File: src/rtl/ram_bus_arbiter_pkg.sv
// Shared types and constants for the serial-RAM bus arbiter.
// Latency: n/a (types only).
// Backpressure: n/a.
package ram_bus_arbiter_pkg;

  localparam int ARB_STATE_WIDTH = 2;

  typedef enum logic [ARB_STATE_WIDTH-1:0] {
    ARB_STATE_IDLE      = 2'd0,
    ARB_STATE_GRANT_MCU = 2'd1,
    ARB_STATE_GRANT_COP = 2'd2,
    ARB_STATE_GUARD     = 2'd3
  } arb_state_t;

  // RAM mux select values, shared with the core-logic RAM mux
  localparam logic BUS_MODE_MCU = 1'b0;
  localparam logic BUS_MODE_COP = 1'b1;

  typedef enum logic {
    OWNER_MCU = 1'b0,
    OWNER_COP = 1'b1
  } owner_t;

endpackage

File: src/rtl/ram_arb_sync.sv
// Parameterised-width 2-flop synchroniser with a synchronous reset value.
// Latency: 2 clk edges from input change to output.
// Backpressure: none; a free-running pipeline.
module ram_arb_sync #(
  parameter int               WIDTH     = 1,
  parameter logic [WIDTH-1:0] RESET_VAL = '0
) (
  input  logic             clk,
  input  logic             reset,
  input  logic [WIDTH-1:0] d,
  output logic [WIDTH-1:0] q
);

  logic [WIDTH-1:0] meta;

  // two back-to-back flops; the first may go metastable, the second resolves it
  always_ff @(posedge clk) begin
    if (reset) begin
      meta <= RESET_VAL;
      q    <= RESET_VAL;
    end else begin
      meta <= d;
      q    <= meta;
    end
  end

endmodule

File: src/rtl/ram_bus_arbiter.sv
// Arbitrates the shared serial-RAM SPI bus between the MCU and the coprocessor.
// Latency: 3 clk edges from request rise in IDLE to grant (2 sync + 1 decision).
// Backpressure: owner changes only while ram_nss is high; guard gap and max-hold revocation.
module ram_bus_arbiter #(
  parameter int GUARD_CYCLES = 4,
  parameter int MAX_HOLD     = 1024,
  parameter int HOLD_WIDTH   = 11
) (
  input  logic clk,
  input  logic reset,
  input  logic mcu_req,
  input  logic cop_req,
  input  logic ram_nss_in,
  output logic bus_mode,
  output logic mcu_grant,
  output logic cop_grant,
  output logic bus_idle,
  output logic revoked
);

  import ram_bus_arbiter_pkg::*;

  localparam int                    GUARD_WIDTH = $clog2(GUARD_CYCLES + 1);
  localparam logic [GUARD_WIDTH-1:0] GUARD_LAST = GUARD_WIDTH'(GUARD_CYCLES - 1);
  localparam logic [HOLD_WIDTH-1:0]  HOLD_MAX   = HOLD_WIDTH'(MAX_HOLD);
  localparam logic                   REVOKE_EN  = (MAX_HOLD != 0);

  arb_state_t             state, state_nxt;
  owner_t                 last_owner, last_owner_nxt;
  logic                   bus_mode_nxt;
  logic                   revoked_nxt;
  logic [HOLD_WIDTH-1:0]  hold_cnt, hold_nxt;
  logic [GUARD_WIDTH-1:0] guard_cnt, guard_nxt;
  logic                   m, c, n;
  logic                   own_req, oth_req;

  // requests and chip select arrive asynchronously; idle values are reqs low, nss high
  ram_arb_sync #(
    .WIDTH     (3),
    .RESET_VAL (3'b001)
  ) u_sync (
    .clk   (clk),
    .reset (reset),
    .d     ({mcu_req, cop_req, ram_nss_in}),
    .q     ({m, c, n})
  );

  // owner / contender requests seen from whichever side currently holds the bus
  assign own_req = (state == ARB_STATE_GRANT_COP) ? c : m;
  assign oth_req = (state == ARB_STATE_GRANT_COP) ? m : c;

  // next-state and datapath decisions; all owner changes gated by n (no frame open)
  always_comb begin
    state_nxt      = state;
    bus_mode_nxt   = bus_mode;
    last_owner_nxt = last_owner;
    hold_nxt       = hold_cnt;
    guard_nxt      = guard_cnt;
    revoked_nxt    = 1'b0;
    case (state)
      ARB_STATE_IDLE: begin
        if (n && (m || c)) begin
          hold_nxt = '0;
          if (m && (!c || last_owner == OWNER_COP)) begin
            state_nxt      = ARB_STATE_GRANT_MCU;
            bus_mode_nxt   = BUS_MODE_MCU;
            last_owner_nxt = OWNER_MCU;
          end else begin
            state_nxt      = ARB_STATE_GRANT_COP;
            bus_mode_nxt   = BUS_MODE_COP;
            last_owner_nxt = OWNER_COP;
          end
        end
      end
      ARB_STATE_GRANT_MCU, ARB_STATE_GRANT_COP: begin
        if (oth_req && hold_cnt != HOLD_MAX) begin
          hold_nxt = hold_cnt + 1'b1;
        end
        // a voluntary release takes priority over revocation in the same cycle
        if (n && !own_req) begin
          state_nxt = ARB_STATE_GUARD;
          guard_nxt = '0;
        end else if (n && REVOKE_EN && oth_req && hold_cnt == HOLD_MAX) begin
          state_nxt   = ARB_STATE_GUARD;
          guard_nxt   = '0;
          revoked_nxt = 1'b1;
        end
      end
      ARB_STATE_GUARD: begin
        if (guard_cnt == GUARD_LAST) begin
          state_nxt = ARB_STATE_IDLE;
        end else begin
          guard_nxt = guard_cnt + 1'b1;
        end
      end
      default: state_nxt = ARB_STATE_IDLE;
    endcase
  end

  // FSM state register
  always_ff @(posedge clk) begin
    if (reset) state <= ARB_STATE_IDLE;
    else       state <= state_nxt;
  end

  // mux select, round-robin memory, counters and revoke pulse
  always_ff @(posedge clk) begin
    if (reset) begin
      bus_mode   <= BUS_MODE_MCU;
      last_owner <= OWNER_COP;
      hold_cnt   <= '0;
      guard_cnt  <= '0;
      revoked    <= 1'b0;
    end else begin
      bus_mode   <= bus_mode_nxt;
      last_owner <= last_owner_nxt;
      hold_cnt   <= hold_nxt;
      guard_cnt  <= guard_nxt;
      revoked    <= revoked_nxt;
    end
  end

  assign mcu_grant = (state == ARB_STATE_GRANT_MCU);
  assign cop_grant = (state == ARB_STATE_GRANT_COP);
  assign bus_idle  = (state == ARB_STATE_IDLE) || (state == ARB_STATE_GUARD);

endmodule
File: config.mk
export PLATFORM = sky130hd
export DESIGN_NAME = ram_bus_arbiter
export DESIGN_NICKNAME = d
export VERILOG_FILES = /design/src/rtl/ram_bus_arbiter_pkg.sv /design/src/rtl/ram_arb_sync.sv /design/src/rtl/ram_bus_arbiter.sv
export SDC_FILE = /design/constraint.sdc
export NUM_CORES = 1
export LEC_CHECK = 0
export BUFFER_PORTS_ARGS = -buffer_cell sky130_fd_sc_hd__buf_2
export CAP_MARGIN = 25
export CORE_ASPECT_RATIO = 1.5
export CORE_UTILIZATION = 52
export CTS_CLUSTER_DIAMETER = 120
export DETAILED_ROUTE_END_ITERATION = 10
export PLACE_DENSITY = 0.84
export SYNTH_ARGS = -nofsm -noshare
export SYNTH_HDL_FRONTEND = slang
export SYNTH_SLANG_ARGS = --single-unit
File: constraint.sdc
create_clock -name clk -period 2.4 [get_ports clk]
set_clock_uncertainty 0.05 [all_clocks]
set_input_delay 0.6 -clock clk [delete_from_list [all_inputs] [get_ports clk]]
set_output_delay 0.6 -clock clk [all_outputs]
set_load 0.02 [all_outputs]
After elaboration in Yosys (flattened, before gate mapping). Index checks and enable logic that the tools add are counted.

Add/subtract/negate cells: 2. Multipliers: 0. Div/mod/pow operators: 0. $lt $le $gt $ge: 0. Equality and inequality tests: 11. Shifts and indexed selects: 0. Multiplexer cells: 17. Bitwise gates (word level): 1. Reductions and logical operators: 20.

Operators with widths (number): 2-to-1 mux 11 bit (2); case mux 11 bit (2 select lines) (1); adder 11 x 1 -> 11 bit, second input constant (1); == test 11 bit, second input constant (1); != test 11 bit, second input constant (1); 2-to-1 mux 2 bit (5); 2-to-1 mux 3 bit (3); AND reduction 3 bit (3); != test 2 bit, second input constant (4); logical AND 1 bit (6); case mux 2 bit (3 select lines) (1); case mux 3 bit (2 select lines) (1); == test 2 bit, second input constant (2); 2-to-1 mux 1 bit (4); nonzero test 2 bit (2); adder 3 x 1 -> 3 bit, second input constant (1); == test 3 x 2 -> 1 bit, second input constant (1); logical OR 1 bit (3); != test 3 bit, second input constant (1); OR reduction 3 bit (1); == test 2 x 1 -> 1 bit, second input constant (1); zero test 1 bit (2); zero test 2 bit (1); AND reduction 2 bit (1); 2 further kinds (2).

Register bits: 25. Bits in latches: 0. Bits in writable memories: 0. ROM bits: 0. Input port bits: 5. Word-level logic and storage cells: 59. Memories: 0.

Longest topological paths before layout.
Word-level depth: 7. Gate-level depth with buffers: 7.

Cells and area by module. Synthesis repeated with hierarchy kept, for this count alone.

Cell total of the unflattened synthesis: 157. Area, all modules: 1387.6 µm².

Modules (own cells, without submodules): ram_bus_arbiter (instances 1, cells an instance 145, area each 1229.9 µm², seq. area each 380.4 µm²); ram_arb_sync (instances 1, cells an instance 12, area each 157.7 µm², seq. area each 120.1 µm²).

Worst setup path after synthesis. OpenSTA, ideal clock, no wires.

Path kind: reg2reg. Start point: register state[0]. End point: register state[0]. Library setup time: 0.123 ns. Arrival: 2.257 ns. Required time: 2.227 ns. Path slack: -0.030 ns. Stages on the path, launching flop included: 7. Buffers on the path: 0. Cell sequence: dfxtp_1 > inv_1 > ha_1 > mux2i_1 > or4_4 > a222oi_1 > mux2_1.

Longest elaborated chain between the ends: 6.

Ends and longest elaborated chain: start, declared (RTL line ram_bus_arbiter.sv:28) `arb_state_t state, state_nxt;`; start signal, assigned (RTL line ram_bus_arbiter.sv:103) `else state <= state_nxt;`; == test 2 bit *; via cop_grant (RTL line ram_bus_arbiter.sv:16) `output logic cop_grant,`; 2-to-1 mux 1 bit, on equally long branches (RTL line ram_bus_arbiter.sv:49, ram_bus_arbiter.sv:50); zero test 1 bit / logical AND 1 bit (equally long branches) (RTL line ram_bus_arbiter.sv:80, ram_bus_arbiter.sv:83); logical AND 1 bit, on equally long branches (RTL line ram_bus_arbiter.sv:80, ram_bus_arbiter.sv:83); != test 3 bit (no line) / 2-to-1 mux 2 bit (equally long branches); AND reduction 3 bit (no line) / case mux 2 bit (3 select lines) (equally long branches).

Mark *: on every way through the listed nets, which the timed path passes. The rest lies on a longest branch. A chain may end at the register's enable or synchronous reset.

Final worst setup path.
Start point: register hold_cnt[2]. End point: register state[0].

Longest elaborated chain between the ends: 4.

Ends and longest elaborated chain: start, declared (RTL line ram_bus_arbiter.sv:32) `logic [HOLD_WIDTH-1:0] hold_cnt, hold_nxt;`; start signal, assigned (RTL line ram_bus_arbiter.sv:117) `hold_cnt <= hold_nxt;`; == test 11 bit (RTL line ram_bus_arbiter.sv:83) `end else if (n && REVOKE_EN && oth_req && hold_cnt == HOLD_MAX) begin`; logical AND 1 bit (RTL line ram_bus_arbiter.sv:83); != test 3 bit (no line); AND reduction 3 bit (no line).

No other way between the ends.

==> flow_summary.yaml <==
status:
  outcome: "finished clean"
route:
  drtAntennaViolNets: 0
  vias: 1290
  finalWirelength_um: 3160
  routedWlPerCell_um: 16.4
  drc: 0
  detail_route.iter0.violations: 76
  viasPerCell: 6.68
  drt-pass1-iter-count: 4
power_and_ir_drop:
  intPower_uw: 688
  switching_power_uw: 434
  seq_power_share_pct: 40.5
  power_density_nw_per_um2: 728
  peakVddDrop_mv: 0.339
  p_sw_share_pct: 38.7
  p_clk_share_pct: 17.2
  power_mw: 1.12
  p_comb_share_pct: 42.3
  p_leak_nw: 0.604
timing:
  whs_ns: 0.378
  fin_crit_sh_pct: 97.7
  period_needed_ns: 2.34
  slew_headroom_pct: 61.1
  setup_viol_count_final: 0
  rsz0062_at_grt: "yes"
  maxSlewViolCount: 0
  fmax_ghz: 0.427
  finalHoldViolCount: 0
  worstMarginPinSlew_ns: 0.579
finish:
  drive_gt1_share_pct: 21.3
  multi_input_area_sq_um: 827
  fin_nets: 184
  seqCellArea_sq_um: 503
  fillers: 194
  synthToLayoutAreaGrowth_pct: 11.4
  antennaDiodeCount: 0
synthesis:
  ys_ff_latch: 25
  syn_inst: 153
  synth_most_common_cell: "dfxtp_1"
  synthTopCellsByCount: "dfxtp_1 (25), inv_1 (10), a21oi_1 (9), a31oi_1 (9), ha_1 (9)"
  synth.distinct_cells: 45
  synth_nets: 167
  avgSynthCellArea_sq_um: 9.04
  ys_warn_count: 0
  async_reset_ff_share_pct: 0
  yosysSeqAreaShare_pct: 36.2
  synth_enable_flop_cells: 0
  synth_ff_type: "dfxtp_1"
  synth_top_area_share_pct: 36.2
  yosysTopAreaCell: "dfxtp_1"
  synth_area_sq_um: 1380
  synth.area.top_cells: "dfxtp_1 (36%), ha_1 (8.1%), mux2i_1 (4.3%)"
min_path:
  min_path_type: "reg2reg"
  hold_depth: 1
placed_design:
  gp_congestion: 0.892
  port_buffers: 9
  dp_hpwl_um: 2250
critical_path:
  path_max_fanout: 3
  end_kind: "flip-flop"
  cp_cell_sequence: "or4b_4, or4_4, a222oi_1, mux2_1"
  crit_arrival_ns: 2.52
  worstPathRequired_ns: 2.58
  crit_type: "reg2reg"
  start_kind: "flip-flop"
  crit_path_max_incr_delay_ns: 0.57
  crit_slowest_cell: "or4_4"
  reg2reg_depth: 4
global_route:
  grt_max_degree: 28
  grt_pass1_wl_um: 5410
  gr-usage-all-layers_pct: 24.7
  antenna_found_initial: 0
  gr-total-overflow: 0
  grt_pass1_vias: 1257
cts:
  clockRootBuffer: "clkbuf_4"
  clk_pin_slew_ns: 0.14
  ctsHtreeMaxLevel: 1
  clockBufferDepth: 2
  clkSinkCount: 25
  cts_setup_buffers: 0
  clkLatencyLatePin_ns: 0.32
  cts_tree: "done"
  ctsHoldBuffers: 0
  cts-buffers-inserted: 3
  cts_resized: 0
floorplan:
  start_util_pct: 55.8
  io_pins: 10
  die_width_um: 44.1
  rows: 22
  dieArea_sq_um: 2870
  die_h_um: 65.2
  core-area_sq_um: 2480
run:
  cap_violations: 0
flip-flops by register name, indices dropped and copies added (netlist names):
| register | cells |
|---|---|
| hold_cnt | 11 |
| guard_cnt | 3 |
| u_sync.meta | 3 |
| u_sync.q | 3 |
| state | 2 |
| bus_mode | 1 |
| last_owner | 1 |
| revoked | 1 |
path summary, 6_finish.rpt:
check / end / slack [ns] / startpoint
max: state[0] / 0.06 / hold_cnt[2]
min: u_sync.q[0] / 0.38 / u_sync.meta[0]
max reg2reg: state[0] / 0.06 / hold_cnt[2]
min reg2reg: u_sync.q[0] / 0.38 / u_sync.meta[0]
kinds of logic after synthesis:
family | share of synthesized area (%)
multiplexers | 5.97
adder cells (fa/ha/maj) | 8.14
AND/OR/NAND/NOR | 21.7
buffers and inverters | 4.34
AO/OA/AOI/OAI | 23.6
flip-flops | 36.2
power groups by stage:
stage	clock, mW	sequential [mW]	combinational, mW
2_1_floorplan	0	0.459	0.330
4_1_cts	0.196	0.453	0.463
6_report	0.193	0.454	0.475
3_5_place_dp	0	0.462	0.459
3_3_place_gp	0	0.460	0.447
5_1_grt	0.223	0.458	0.517
routing by layer:
layer / GRT usage (%) / up-vias / wire length (um)
met5: 0 / - / 0
met4: 11.7 / 0 / 82
met3: 4.12 / 13 / 177
met2: 45.0 / 64 / 1670
met1: 26.4 / 605 / 1230
li1: - / 608 / -
worst max-delay path: cells and delay by family (launching register included):
kind	cells	cell delay, ns
AOI/OAI and AO/OA	1	0.39
DFF	1	0.34
muxes	1	0.36
and+or+nand+nor	2	1.12
cell type report:
class,instances,share of cell area [%]
clock inverters,1,0.487
inverters,10,2.44
well taps,24,1.95
repair buffers,18,7.31
multi-input cells,112,53.7
flip-flops and latches,25,32.7
clock buffers,3,1.46
cell usage in the layout, fill, tap and decap left out, types with 3 or more instances in the layout:
cell	count
a31oi_1	9
buf_2	9
nand2b_1	5
nand3b_1	3
inv_1	10
nor2_1	5
buf_4	9
nor2b_1	4
a21oi_1	9
nand3_1	6
a211o_1	3
clkbuf_4	3
o21ai_0	3
mux2i_1	6
nand2_1	8
ha_1	7
dfxtp_1	23
stage by stage:
stage	cells	utilization (%)	instance area, sq um	setup TNS [ns]	worst slack [ns]
global route	193	62.2	1540	-0.0119	-0.0119
detailed placement	189	60.8	1510	0	0.0407
global placement	189	60.8	1510	0	0.0868
finish	193	62.2	1540	0	0.0559
CTS	193	62.0	1540	0	0.0293
floorplan	153	-	1390	0	0.0186
Note: power is estimated with default switching activity, not from simulation.
